`src/rtl/bus_grant_encoder.sv`:
```
// Registered N-way bus grant encoder: fixed-priority or round-robin winner,
// held as a locked grant until release or MAX_HOLD timeout.
module bus_grant_encoder #(
  parameter int N        = 32,
  parameter int W        = $clog2(N),
  parameter int MODE     = 0,
  parameter int MAX_HOLD = 0
) (
  input  logic         i_clk,
  input  logic         i_clr,
  input  logic [N-1:0] i_req,
  input  logic         i_release,
  output logic         o_grant_valid,
  output logic [W-1:0] o_grant_idx,
  output logic [N-1:0] o_grant_onehot,
  output logic         o_timeout
);

  typedef enum logic [0:0] {IDLE, GRANTED} state_t;

  localparam bit         HOLD_EN   = (MAX_HOLD != 0);
  localparam logic [7:0] HOLD_LAST = (MAX_HOLD == 0) ? 8'd0 : 8'(MAX_HOLD - 1);
  localparam logic [N-1:0] ONE     = {{(N-1){1'b0}}, 1'b1};

  state_t       r_state;
  logic         r_valid;
  logic [W-1:0] r_idx;
  logic [N-1:0] r_onehot;
  logic         r_timeout;
  logic [7:0]   r_hold;
  logic [W-1:0] r_last;

  state_t       w_state_nxt;
  logic         w_valid_nxt;
  logic [W-1:0] w_idx_nxt;
  logic [N-1:0] w_onehot_nxt;
  logic         w_timeout_nxt;
  logic [7:0]   w_hold_nxt;
  logic [W-1:0] w_last_nxt;
  logic [W-1:0] w_winner;
  logic         w_any;
  logic         w_hold_hit;
  int           w_pos;

  // Winner select. Loops run from lowest to highest priority so the final
  // assignment is the winner; round-robin walks last-N .. last-1 (mod N).
  always_comb begin
    w_winner = '0;
    w_pos    = 0;
    if (MODE == 0) begin
      for (int i = 0; i < N; i++) begin
        if (i_req[i]) w_winner = W'(i);
      end
    end else begin
      for (int k = N; k >= 1; k--) begin
        w_pos = int'(r_last) + N - k;
        if (w_pos >= N) w_pos = w_pos - N;
        if (i_req[w_pos]) w_winner = W'(w_pos);
      end
    end
  end

  assign w_any      = |i_req;
  assign w_hold_hit = HOLD_EN && (r_hold == HOLD_LAST);

  always_comb begin
    w_state_nxt   = r_state;
    w_valid_nxt   = r_valid;
    w_idx_nxt     = r_idx;
    w_onehot_nxt  = r_onehot;
    w_timeout_nxt = 1'b0;
    w_hold_nxt    = r_hold;
    w_last_nxt    = r_last;
    case (r_state)
      IDLE: begin
        if (w_any) begin
          w_state_nxt  = GRANTED;
          w_valid_nxt  = 1'b1;
          w_idx_nxt    = w_winner;
          w_onehot_nxt = ONE << w_winner;
          w_hold_nxt   = '0;
          w_last_nxt   = w_winner;
        end
      end
      GRANTED: begin
        if (i_release || w_hold_hit) begin
          // release wins over a coincident timeout, so no pulse then
          w_timeout_nxt = ~i_release;
          if (w_any) begin
            w_valid_nxt  = 1'b1;
            w_idx_nxt    = w_winner;
            w_onehot_nxt = ONE << w_winner;
            w_hold_nxt   = '0;
            w_last_nxt   = w_winner;
          end else begin
            w_state_nxt  = IDLE;
            w_valid_nxt  = 1'b0;
            w_idx_nxt    = '0;
            w_onehot_nxt = '0;
          end
        end else if (r_hold != 8'hFF) begin
          w_hold_nxt = r_hold + 8'd1;
        end
      end
      default: w_state_nxt = IDLE;
    endcase
  end

  always_ff @(posedge i_clk) begin
    if (i_clr) begin
      r_state   <= IDLE;
      r_valid   <= 1'b0;
      r_idx     <= '0;
      r_onehot  <= '0;
      r_timeout <= 1'b0;
      r_hold    <= '0;
      r_last    <= '0;
    end else begin
      r_state   <= w_state_nxt;
      r_valid   <= w_valid_nxt;
      r_idx     <= w_idx_nxt;
      r_onehot  <= w_onehot_nxt;
      r_timeout <= w_timeout_nxt;
      r_hold    <= w_hold_nxt;
      r_last    <= w_last_nxt;
    end
  end

  assign o_grant_valid  = r_valid;
  assign o_grant_idx    = r_idx;
  assign o_grant_onehot = r_onehot;
  assign o_timeout      = r_timeout;

endmodule

```
`config.mk`:
```
export PLATFORM = sky130hd
export DESIGN_NAME = bus_grant_encoder
export DESIGN_NICKNAME = d
export VERILOG_FILES = /design/src/rtl/bus_grant_encoder.sv
export SDC_FILE = /design/constraint.sdc
export NUM_CORES = 1
export LEC_CHECK = 0
export ABC_AREA = 1
export BUFFER_PORTS_ARGS = -buffer_cell sky130_fd_sc_hd__buf_4
export CAP_MARGIN = 20
export CORE_MARGIN = 1
export CORE_UTILIZATION = 49
export CTS_CLUSTER_DIAMETER = 120
export DETAILED_ROUTE_END_ITERATION = 12
export PLACE_DENSITY_LB_ADDON = 0.3
export SYNTH_ARGS = -nofsm -noshare
export SYNTH_HDL_FRONTEND = slang
export SYNTH_SLANG_ARGS = --single-unit
```
`constraint.sdc`:
```
create_clock -name i_clk -period 2.4 [get_ports i_clk]
set_input_delay 0.24 -clock i_clk [delete_from_list [all_inputs] [get_ports i_clk]]
set_output_delay 0.24 -clock i_clk [all_outputs]
set_load 0.05 [all_outputs]
```
==> out/qor_table.md, run 1 <==
| Result | This run |
| --- | --- |
| Post-route DRC violation count | 0 |
| Post-CTS Hold Fix Bufs | 0 |
| Estimated wirelength of the detail-placed design | 3580 µm |
| Iteration-0 DRC Markers | 141 |
| Number of vias per cell after detailed routing | 4.99 |
| Yosys reg bits | 40 |
| Origin of the worst setup path | i_req[2] |
| Average cell area after synthesis | 6.73 µm² |
| Tightest Hold Check Type | in -> reg |
| Top FF cell, synth | dfxtp_1 |
| Max incr delay on CP | 0.20 ns |
| DIE HEIGHT | 65.8 µm |
| Clock Pin Slew Worst Setup and Hold Paths | 0.07 ns |
| Final estimated routing congestion in global placement | 0.817 |
| Portion of the post-synthesis area used by sequential elements | 0.402 |
| Total area of sequential cells | 801 µm² |
| Placeable Area | 0.00377 mm² |
| Actual transition at the worst max-transition pin | 1.01 ns |
| Hold Crit Endpoint | o_grant_valid |
| Routing usage on met1 | 0.305 |
| Horizontal die dimension | 65.8 µm |
| Most area-consuming cells after synthesis | dfxtp_1 (40%), nand2_1 (17%), a21oi_1 (9.8%) |
| Number of nets with antenna violations after detailed routing | 0 |
| Fraction of final layout cells with drive strength greater than 1 | 0.309 |
| Clock sinks | 40 |
| Status | complete, no violations |
| Count of port buffers added during placement | 73 |
| DRT Pass-1 Iters | 4 |
| Slowest library cell on the worst path | o21bai_4 |
| Highest attainable clock frequency | 467 MHz |
| Number of enable flip-flop cells after synthesis | 0 |
| Number of slew-limit violations in the final report | 0 |
| Reg2reg end | o_grant_onehot[27] |
| Tcrit/Tclk final | 0.892 |
| Startpoint types | input port |
| R2r startpoint | r_state |
| Root buf cell | clkbuf_8 |
| Area of the mapped netlist | 0.00199 mm² |
| Worst supply voltage drop on vdd | 0.487 mV |
| Busiest metal layer after global routing | met2 |
| Data required time at the worst endpoint | 2.62 ns |
| Type of destination of the critical path | flip-flop |
| H-tree lvl count | 2 |
| Count of maximum capacitance violations | 0 |
| Die Area | 0.00432 mm² |
| Std cell rows | 22 |
| Number of global-route vias before repair | 1971 |
| Combined area of the multi-input logic cells | 0.00102 mm² |
| Inserted Diodes | 0 |
| Via count | 2080 |
| WP data arrival | 2.37 ns |
| Cell depth of the worst flop-to-flop path | 5 |
| Most common cell type on the critical path | nand2_1 |
| Source of the worst hold timing path | i_release |
| Portion of synthesized cell area occupied by the leading cell type | 0.402 |
| Cts bufs inserted | 5 |
| Net count, final | 403 |
| Net count of the mapped netlist | 331 |
| Worst hold path cell count | 4 |
| Most frequent cells after synthesis | nand2_1 (90), dfxtp_1 (40), a21oi_1 (39) |
| Clock skew | 0.00441 ns |
| Global-route track usage on met3 | 0.0469 |
| Area growth from synthesis to layout | 37.6% |
| Final hold violation count | 0 |
| Overflow left after global routing | 0 |
| Worst skew pair latency | 0.29 ns |
| Number of warning messages in the yosys log | 0 |
| Total Power Consumption | 0.00146 W |
| Number of failing setup endpoints in the final timing report | 0 |
| Crit Path Class | in -> reg |
| Internal reg-to-reg setup slack | 0.79 ns |
| I/O pin cnt | 74 |
| Setup repair after global routing missed its margin | true |
| Cell with the most instances after synthesis | nand2_1 |
| Number of buffers on the longest clock path | 2 |
| Wire length per cell after detailed routing | 11.9 µm |
| Antenna violations before repair | 0 |
| Time the final worst path needs with I/O delays and setup | 2.14 ns |
| First-pass GRT wire length | 8340 µm |
| Global-route usage over all layers | 0.251 |
| Share of async-settable or async-resettable flops after synthesis | 0 |
| Distinct cell type count of the synthesized netlist | 24 |
| Fraction of met2 tracks used by global routing | 0.435 |
| Headroom to the max-slew limit | 0.327 |
| Total Negative Setup Slacks | 0 ns |
| Clock tree from TritonCTS | built |
| Library cell occupying the most area in the post-synthesis netlist | dfxtp_1 |
| Layout filler cell count | 314 |
| Cell area power density | 533 mW/mm² |
| Pin count of the biggest net entering global routing | 40 |
| Post-Syn Instances | 296 |
| Highest fanout seen on the critical path | 7 |
| Total leakage power | 1.30 nW |
| Routed wire length | 4970 µm |
| Initial Util | 0.528 |
[critical path, delay by kind of cell]
kind	cells	cell delay (ns)
buffers and inverters	2	0.14
AO/OA/AOI/OAI	2	0.38
AND/OR/NAND/NOR	30	1.61
[worst max path at each step]
| stage | end | depth (start not counted) |
|---|---|---|
| floorplan | o_grant_onehot[27] | 33 |
| global placement | o_grant_onehot[27] | 34 |
| detailed placement | o_grant_onehot[21] | 34 |
| CTS | o_grant_onehot[29] | 34 |
| global route | o_grant_onehot[7] | 34 |
| finish | o_grant_onehot[7] | 34 |
[stage by stage]
stage	instance area (µm²)	setup WS, ns	util	hold WS (ns)	std cells
6_report	2740	0.258	0.727	0.250	417
2_1_floorplan	1990	0.358	-	0.389	296
3_3_place_gp	2590	0.000573	0.686	0.449	409
4_1_cts	2700	0.226	0.715	0.246	417
3_5_place_dp	2590	-0.0594	0.686	0.457	409
5_1_grt	2740	-0.176	0.727	0.255	417
[routing by layer]
metal | vias up | part of all wire
li1 | 1080 | -
met1 | 914 | 0.44
met2 | 77 | 0.48
met3 | 9 | 0.066
met4 | 0 | 0.015
met5 | - | 0
[layout make-up]
type | instances | share of cell area
sequential | 40 | 0.292
inverter | 41 | 0.0580
timing repair buffer | 76 | 0.217
clock inverter | 2 | 0.0128
multi-input combinational | 204 | 0.372
tap | 48 | 0.0219
clock buffer | 6 | 0.0265
[logic make-up (layout without fill, tap and decap cells)]
family | after synthesis | in the layout | synth area share
other | 1 | 1 | 0.00188
AO/OA/AOI/OAI | 45 | 45 | 0.128
AND/OR/NAND/NOR | 158 | 158 | 0.367
flip-flops | 40 | 40 | 0.402
buffers and inverters | 52 | 125 | 0.101
[timing repair]
action                     in CTS  in global routing
setup endpoints to repair       0                 31
gates resized for setup         0                 13
setup buffers                   0                  0
[flip-flops by register name, indices dropped and copies added, names as in the netlist]
signal,count
o_grant_onehot,32
r_state,1
o_grant_valid,1
o_timeout,1
o_grant_idx,5
[cells in the final DEF, fill, tap and decap left out, types with 2 or more instances in the layout]
master	synthesis	final
nand3_1	26	25
nand2_1	90	89
buf_6	0	3
nand2_2	1	2
a21oi_1	39	36
inv_2	10	9
clkbuf_8	0	5
nor2_4	4	6
a21oi_2	2	5
nor3_1	2	2
nor2_1	20	20
dfxtp_1	40	40
inv_4	0	2
nand4_1	8	8
buf_4	0	72
inv_1	31	30
nand3_4	2	2
[where the power goes]
group | total, W | internal (W) | leakage, nW | switching (W)
logic | 0.000239 | 0.0000907 | 0.916 | 0.000148
registers | 0.000682 | 0.000676 | 0.325 | 0.00000655
clock network | 0.000539 | 0.000308 | 0.0552 | 0.000230
Note: power is estimated with default switching activity, not from simulation.
==> inputs of run 2 (changes only) <==
- CTS_CLUSTER_SIZE: unset -> 25
- clock period: 2.4 -> 2.2 ns (I/O delays scaled with it)
==> run 2 against run 1 <==
- first-iteration DRC count shrank 20%
- worst setup slack lost 0.23 ns
- non-clock buffer count grew 5
- clock power grew 11%
- sequential power grew 9.1%
- worst hold slack lost 0.024 ns
- critical endpoint is now o_grant_onehot[5]
- largest cell class unchanged
- largest power group unchanged
==> out/qor_table.md, run 2 (synthesis results as in run 1) <==
| Result | This run |
| --- | --- |
| Status | complete, no violations |
| Worst-case setup slack after placement | -0.207 ns |
| Worst supply voltage drop on vdd | 0.373 mV |
| H-tree lvl count | 2 |
| Int Pwr | 0.00118 W |
| Final Instance Count excl. Fillers | 422 |
| Combinational share of power | 0.168 |
| Area growth from synthesis to layout | 40.9% |
| Post-layout instance area | 0.00281 mm² |
| Cts bufs inserted | 5 |
| Combined area of the multi-input logic cells | 0.00105 mm² |
| Placeable Area | 0.00377 mm² |
| Wire length per cell after detailed routing | 11.6 µm |
| Tcrit/Tclk final | 0.985 |
| Root buf cell | clkbuf_8 |
| Post-Place Cell Area | 0.00261 mm² |
| Number of vias per cell after detailed routing | 4.92 |
| Slowest library cell on the worst path | nor2_4 |
| Count of port buffers added during placement | 73 |
| Headroom to the max-slew limit | 0.278 |
| Overflow left after global routing | 0 |
| Post-CTS Hold Fix Bufs | 0 |
| Tightest Hold Check Type | in -> reg |
| Max reg flops | 32 |
| Std cell rows | 22 |
| End-of-flow core utilization | 0.744 |
| Number of global-route vias before repair | 1968 |
| Initial Util | 0.528 |
| Clock Pin Slew Worst Setup and Hold Paths | 0.08 ns |
| Switching pwr | 0.000433 W |
| Net count, final | 408 |
| Most common cell type on the critical path | nand2_1 |
| Setup ws final | 0.0327 ns |
| Global-route usage over all layers | 0.248 |
| Count of maximum capacitance violations | 0 |
| Time the final worst path needs with I/O delays and setup | 2.17 ns |
| WP data arrival | 2.39 ns |
| Total Power Consumption | 0.00161 W |
| Reg power frac | 0.462 |
| Commonest cells after routing, fill and taps aside | nand2_1 (89), buf_4 (77), dfxtp_1 (40), a21oi_1 (35), inv_1 (30) |
| Final hold violation count | 0 |
| Number of nets with antenna violations after detailed routing | 0 |
| Max incr delay on CP | 0.20 ns |
| Busiest metal layer after global routing | met2 |
| Sw frac | 0.269 |
| Most common cell after layout, fill and taps aside | nand2_1 |
| DIE HEIGHT | 65.8 µm |
| Clock skew | 0.00334 ns |
| Type of destination of the critical path | flip-flop |
| Highest fanout seen on the critical path | 4 |
| Pin count of the biggest net entering global routing | 40 |
| Iteration-0 DRC Markers | 113 |
| Clock tree from TritonCTS | built |
| Number of buffers on the longest clock path | 2 |
| Global-route track usage on met3 | 0.0451 |
| Crit Path Class | in -> reg |
| Die Area | 0.00432 mm² |
| Horizontal die dimension | 65.8 µm |
| Startpoint types | input port |
| Number of failing setup endpoints in the final timing report | 0 |
| Total area of sequential cells | 801 µm² |
| DRT Pass-1 Iters | 4 |
| First-pass GRT wire length | 8290 µm |
| Cell area power density | 574 mW/mm² |
| Placed cells | 412 |
| Estimated wirelength of the detail-placed design | 3550 µm |
| Antenna violations before repair | 0 |
| Setup repair after global routing missed its margin | true |
| Final estimated routing congestion in global placement | 0.818 |
| Number of slew-limit violations in the final report | 0 |
| I/O pin cnt | 74 |
| Layout filler cell count | 312 |
| Post-route DRC violation count | 0 |
| Data required time at the worst endpoint | 2.42 ns |
| Via count | 2078 |
| Fraction of met2 tracks used by global routing | 0.429 |
| Routing usage on met1 | 0.303 |
| Highest attainable clock frequency | 461 MHz |
| Routed wire length | 4910 µm |
| Clock sinks | 40 |
| Portion of total power attributed to the clock network | 0.370 |
| Actual transition at the worst max-transition pin | 1.08 ns |
| Total leakage power | 1.31 nW |
| Worst skew pair latency | 0.30 ns |
| Inserted Diodes | 0 |
| Fraction of final layout cells with drive strength greater than 1 | 0.332 |
-- run 2: critical path: cells and delay by family --
family / cells / cell delay [ns]
AOI/OAI and AO/OA: 1 / 0.15
and+or+nand+nor: 31 / 1.75
buffers and inverters: 3 / 0.25
-- run 2: final timing paths --
check / from / end / slack, ns / cells past startpoint
max: i_req[2] / o_grant_onehot[5] / 0.03 / 35
min: i_req[31] / o_grant_onehot[31] / 0.23 / 3
max reg2reg: r_state / o_grant_onehot[27] / 0.50 / 5
min reg2reg: o_grant_onehot[2] / o_grant_onehot[2] / 0.47 / 2
-- run 2: stage by stage --
step	hold WS (ns)	TNS [ns]
final	0.226	0
after global routing	0.240	-7.02
after CTS	0.228	0
after detailed placement	0.457	-4.83
after global placement	0.452	-3.68
after floorplan	0.369	0
-- run 2: power groups by stage --
stage | logic [W] | clock network (W) | registers, W
finish | 0.000270 | 0.000596 | 0.000744
global route | 0.000297 | 0.000635 | 0.000746
CTS | 0.000258 | 0.000602 | 0.000744
detailed placement | 0.000257 | 0 | 0.000761
global placement | 0.000254 | 0 | 0.000761
floorplan | 0.000112 | 0 | 0.000805
-- run 2: what timing repair did --
item	4_1_cts	5_1_grt
endpoints found under the setup margin	0	32
setup buffers	0	2
resized for setup	0	17
-- run 2: final cells by class --
cell class	count	share of cell area
Sequential cell	40	0.285
Timing Repair Buffer	81	0.225
Clock inverter	3	0.0152
Multi-Input combinational cell	204	0.373
Tap cell	48	0.0214
Clock buffer	5	0.0245
Inverter	41	0.0557
-- run 2: routing by layer --
layer / up-vias / wire length (µm) / share of wire
met5: - / 0 / 0
met1: 909 / 2150 / 0.44
met2: 72 / 2400 / 0.49
met4: 0 / 48 / 0.0098
met3: 7 / 302 / 0.062
li1: 1090 / - / -
==> inputs of run 3 (changes only) <==
- CORE_MARGIN: 1 -> 4
==> run 3 against run 2 <==
- sequential share of layout area increased by 0.33 points
- global-route usage decreased by 3.3 points
- combinational power decreased by 2%
- count of clock-buffer cells in the layout increased by 1
- routed wire length increased by 8.4%
- first-iteration DRC count increased by 59%
- utilization decreased by 1.4 points
- total power decreased by 0.75%
- non-clock buffer count decreased by 1
- worst hold slack improved by 0.0027 ns
- die area increased by 19%
- register-to-register slack got worse by 0.02 ns
- critical path type unchanged
- largest cell class unchanged
==> out/qor_table.md, run 3 (synthesis results as in run 1) <==
| Result | This run |
| --- | --- |
| Worst skew pair latency | 0.29 ns |
| Final hold violation count | 0 |
| DIE HEIGHT | 71.8 µm |
| Number of vias per cell after detailed routing | 5.00 |
| Number of failing setup endpoints in the final timing report | 0 |
| Number of buffers and inverters on the critical path | 2 |
| Highest fanout seen on the critical path | 7 |
| Status | complete, no violations |
| Via count | 2103 |
| Fraction of final layout cells with drive strength greater than 1 | 0.319 |
| DRT Pass-1 Iters | 4 |
| Startpoint types | input port |
| Data required time at the worst endpoint | 2.42 ns |
| Crit Path Class | in -> reg |
| Clock tree from TritonCTS | built |
| Initial Util | 0.524 |
| Met3 WL post-DR | 346 µm |
| Type of destination of the critical path | flip-flop |
| WP data arrival | 2.38 ns |
| Highest metal layer used by the detailed router | met4 |
| Max reg flops | 32 |
| Actual transition at the worst max-transition pin | 1.02 ns |
| Pin count of the biggest net entering global routing | 40 |
| Clock Pin Slew Worst Setup and Hold Paths | 0.08 ns |
| Setup repair after global routing missed its margin | true |
| Max incr delay on CP | 0.21 ns |
| Std cell rows | 22 |
| Total leakage power | 1.32 nW |
| Post-route DRC violation count | 0 |
| Hold_ws | 0.229 ns |
| Slowest library cell on the worst path | o21bai_4 |
| Root buf cell | clkbuf_8 |
| Routed metal-1 wire length | 2100 µm |
| Net count, final | 407 |
| Antenna violations before repair | 0 |
| Cts bufs inserted | 5 |
| Worst-case setup slack after placement | -0.275 ns |
| Highest attainable clock frequency | 464 MHz |
| Horizontal die dimension | 71.8 µm |
| Internal reg-to-reg setup slack | 0.48 ns |
| Post-Place Cell Area | 0.00260 mm² |
| Number of buffers on the longest clock path | 2 |
| Headroom to the max-slew limit | 0.315 |
| Area growth from synthesis to layout | 39.3% |
| Wire length per cell after detailed routing | 12.6 µm |
| Iteration-0 DRC Markers | 180 |
| Largest delay share family, worst path | simple AND/OR/NAND/NOR gates |
| Count of maximum capacitance violations | 0 |
| Post-layout instance area | 0.00277 mm² |
| Number of global-route vias before repair | 2034 |
| Count of port buffers added during placement | 73 |
| Tcrit/Tclk final | 0.979 |
| Estimated wirelength of the detail-placed design | 3830 µm |
| End-of-flow core utilization | 0.730 |
| Reg2reg end | o_grant_onehot[19] |
| Hold Crit Endpoint | o_grant_valid |
| Die Area | 0.00515 mm² |
| Overflow left after global routing | 0 |
| Most common cell after layout, fill and taps aside | nand2_1 |
| Number of slew-limit violations in the final report | 0 |
| Post-CTS Hold Fix Bufs | 0 |
| Final estimated routing congestion in global placement | 0.826 |
| Layout filler cell count | 322 |
| Worst hold path cell count | 4 |
| Met2 wire length | 2830 µm |
| R2r startpoint | r_state |
| Source of the worst hold timing path | i_release |
| Inserted Diodes | 0 |
| Setup ws final | 0.0463 ns |
| Worst supply voltage drop on vdd | 0.502 mV |
| Commonest cells after routing, fill and taps aside | nand2_1 (89), buf_4 (76), dfxtp_1 (40), a21oi_1 (37), inv_1 (30) |
| Clock skew | 0.00338 ns |
| Clock sinks | 40 |
| Most common cell type on the critical path | nand2_1 |
| First-pass GRT wire length | 9020 µm |
| Global-route usage over all layers | 0.216 |
| Tightest Hold Check Type | in -> reg |
| H-tree lvl count | 2 |
| Cell depth of the worst flop-to-flop path | 5 |
| Placeable Area | 0.00380 mm² |
| Routed wire length | 5320 µm |
| Cell area power density | 576 mW/mm² |
| I/O pin cnt | 74 |
| Number of nets with antenna violations after detailed routing | 0 |
| Time the final worst path needs with I/O delays and setup | 2.15 ns |
run 3: changes by cell type in the layout (fill, tap and decap cells not counted), sizes merged:
cell / before / now
buf: 81 / 80
clkbuf: 5 / 6
clkinvlp: 1 / 0
run 3: report_power, final:
part           switching, W  internal [W]  total [W]
Clock              0.000252      0.000337   0.000589
Sequential       0.00000700      0.000737   0.000744
Combinational      0.000163      0.000102   0.000265
Total              0.000423       0.00118    0.00160
run 3: area by class of cell:
cell class | instances | area [µm²] | area share
clock buffers | 6 | 72.6 | 0.0262
repair buffers | 80 | 624 | 0.225
multi-input cells | 204 | 1020 | 0.369
inverters | 41 | 156 | 0.0564
flip-flops and latches | 40 | 801 | 0.289
clock inverters | 2 | 35.0 | 0.0126
well taps | 48 | 60.1 | 0.0217
run 3: metrics by stage:
step / power [W] / TNS (ns) / cells
after floorplan: 0.000917 / 0 / 296
after detailed placement: 0.00102 / -5.30 / 411
after CTS: 0.00160 / 0 / 419
after global routing: 0.00166 / -6.83 / 421
final: 0.00160 / 0 / 421
after global placement: 0.00101 / -4.01 / 411
run 3: how the worst max path moves through the flow:
stage,startpoint,end,slack [ns],depth (start not counted)
after detailed placement,i_req[2],o_grant_onehot[29],-0.28,34
final,i_req[2],o_grant_onehot[19],0.05,34
after CTS,i_req[2],o_grant_onehot[29],0.006,34
after global placement,i_req[2],o_grant_onehot[29],-0.21,34
after floorplan,i_req[2],o_grant_onehot[27],0.18,33
after global routing,i_req[2],o_grant_onehot[19],-0.27,34
run 3: layer usage:
layer / vias up / track usage
li1: 1094 / -
met1: 947 / 0.274
met2: 58 / 0.355
met3: 4 / 0.0603
met4: 0 / 0.0647
met5: - / 0
run 3: what timing repair did:
item,in CTS,in global routing
endpoints found under the setup margin,0,32
gates resized for setup,0,13
endpoints found under the hold margin,0,0
buffers inserted,0,2
run 3: worst reg2reg max path: stages, from the launching register on:
cell	delay (ns)
dfxtp_1	0.32
inv_1	0.05
nor2_1	0.05
nor2_1	0.78
nand4_1	0.25
a21oi_2	0.21
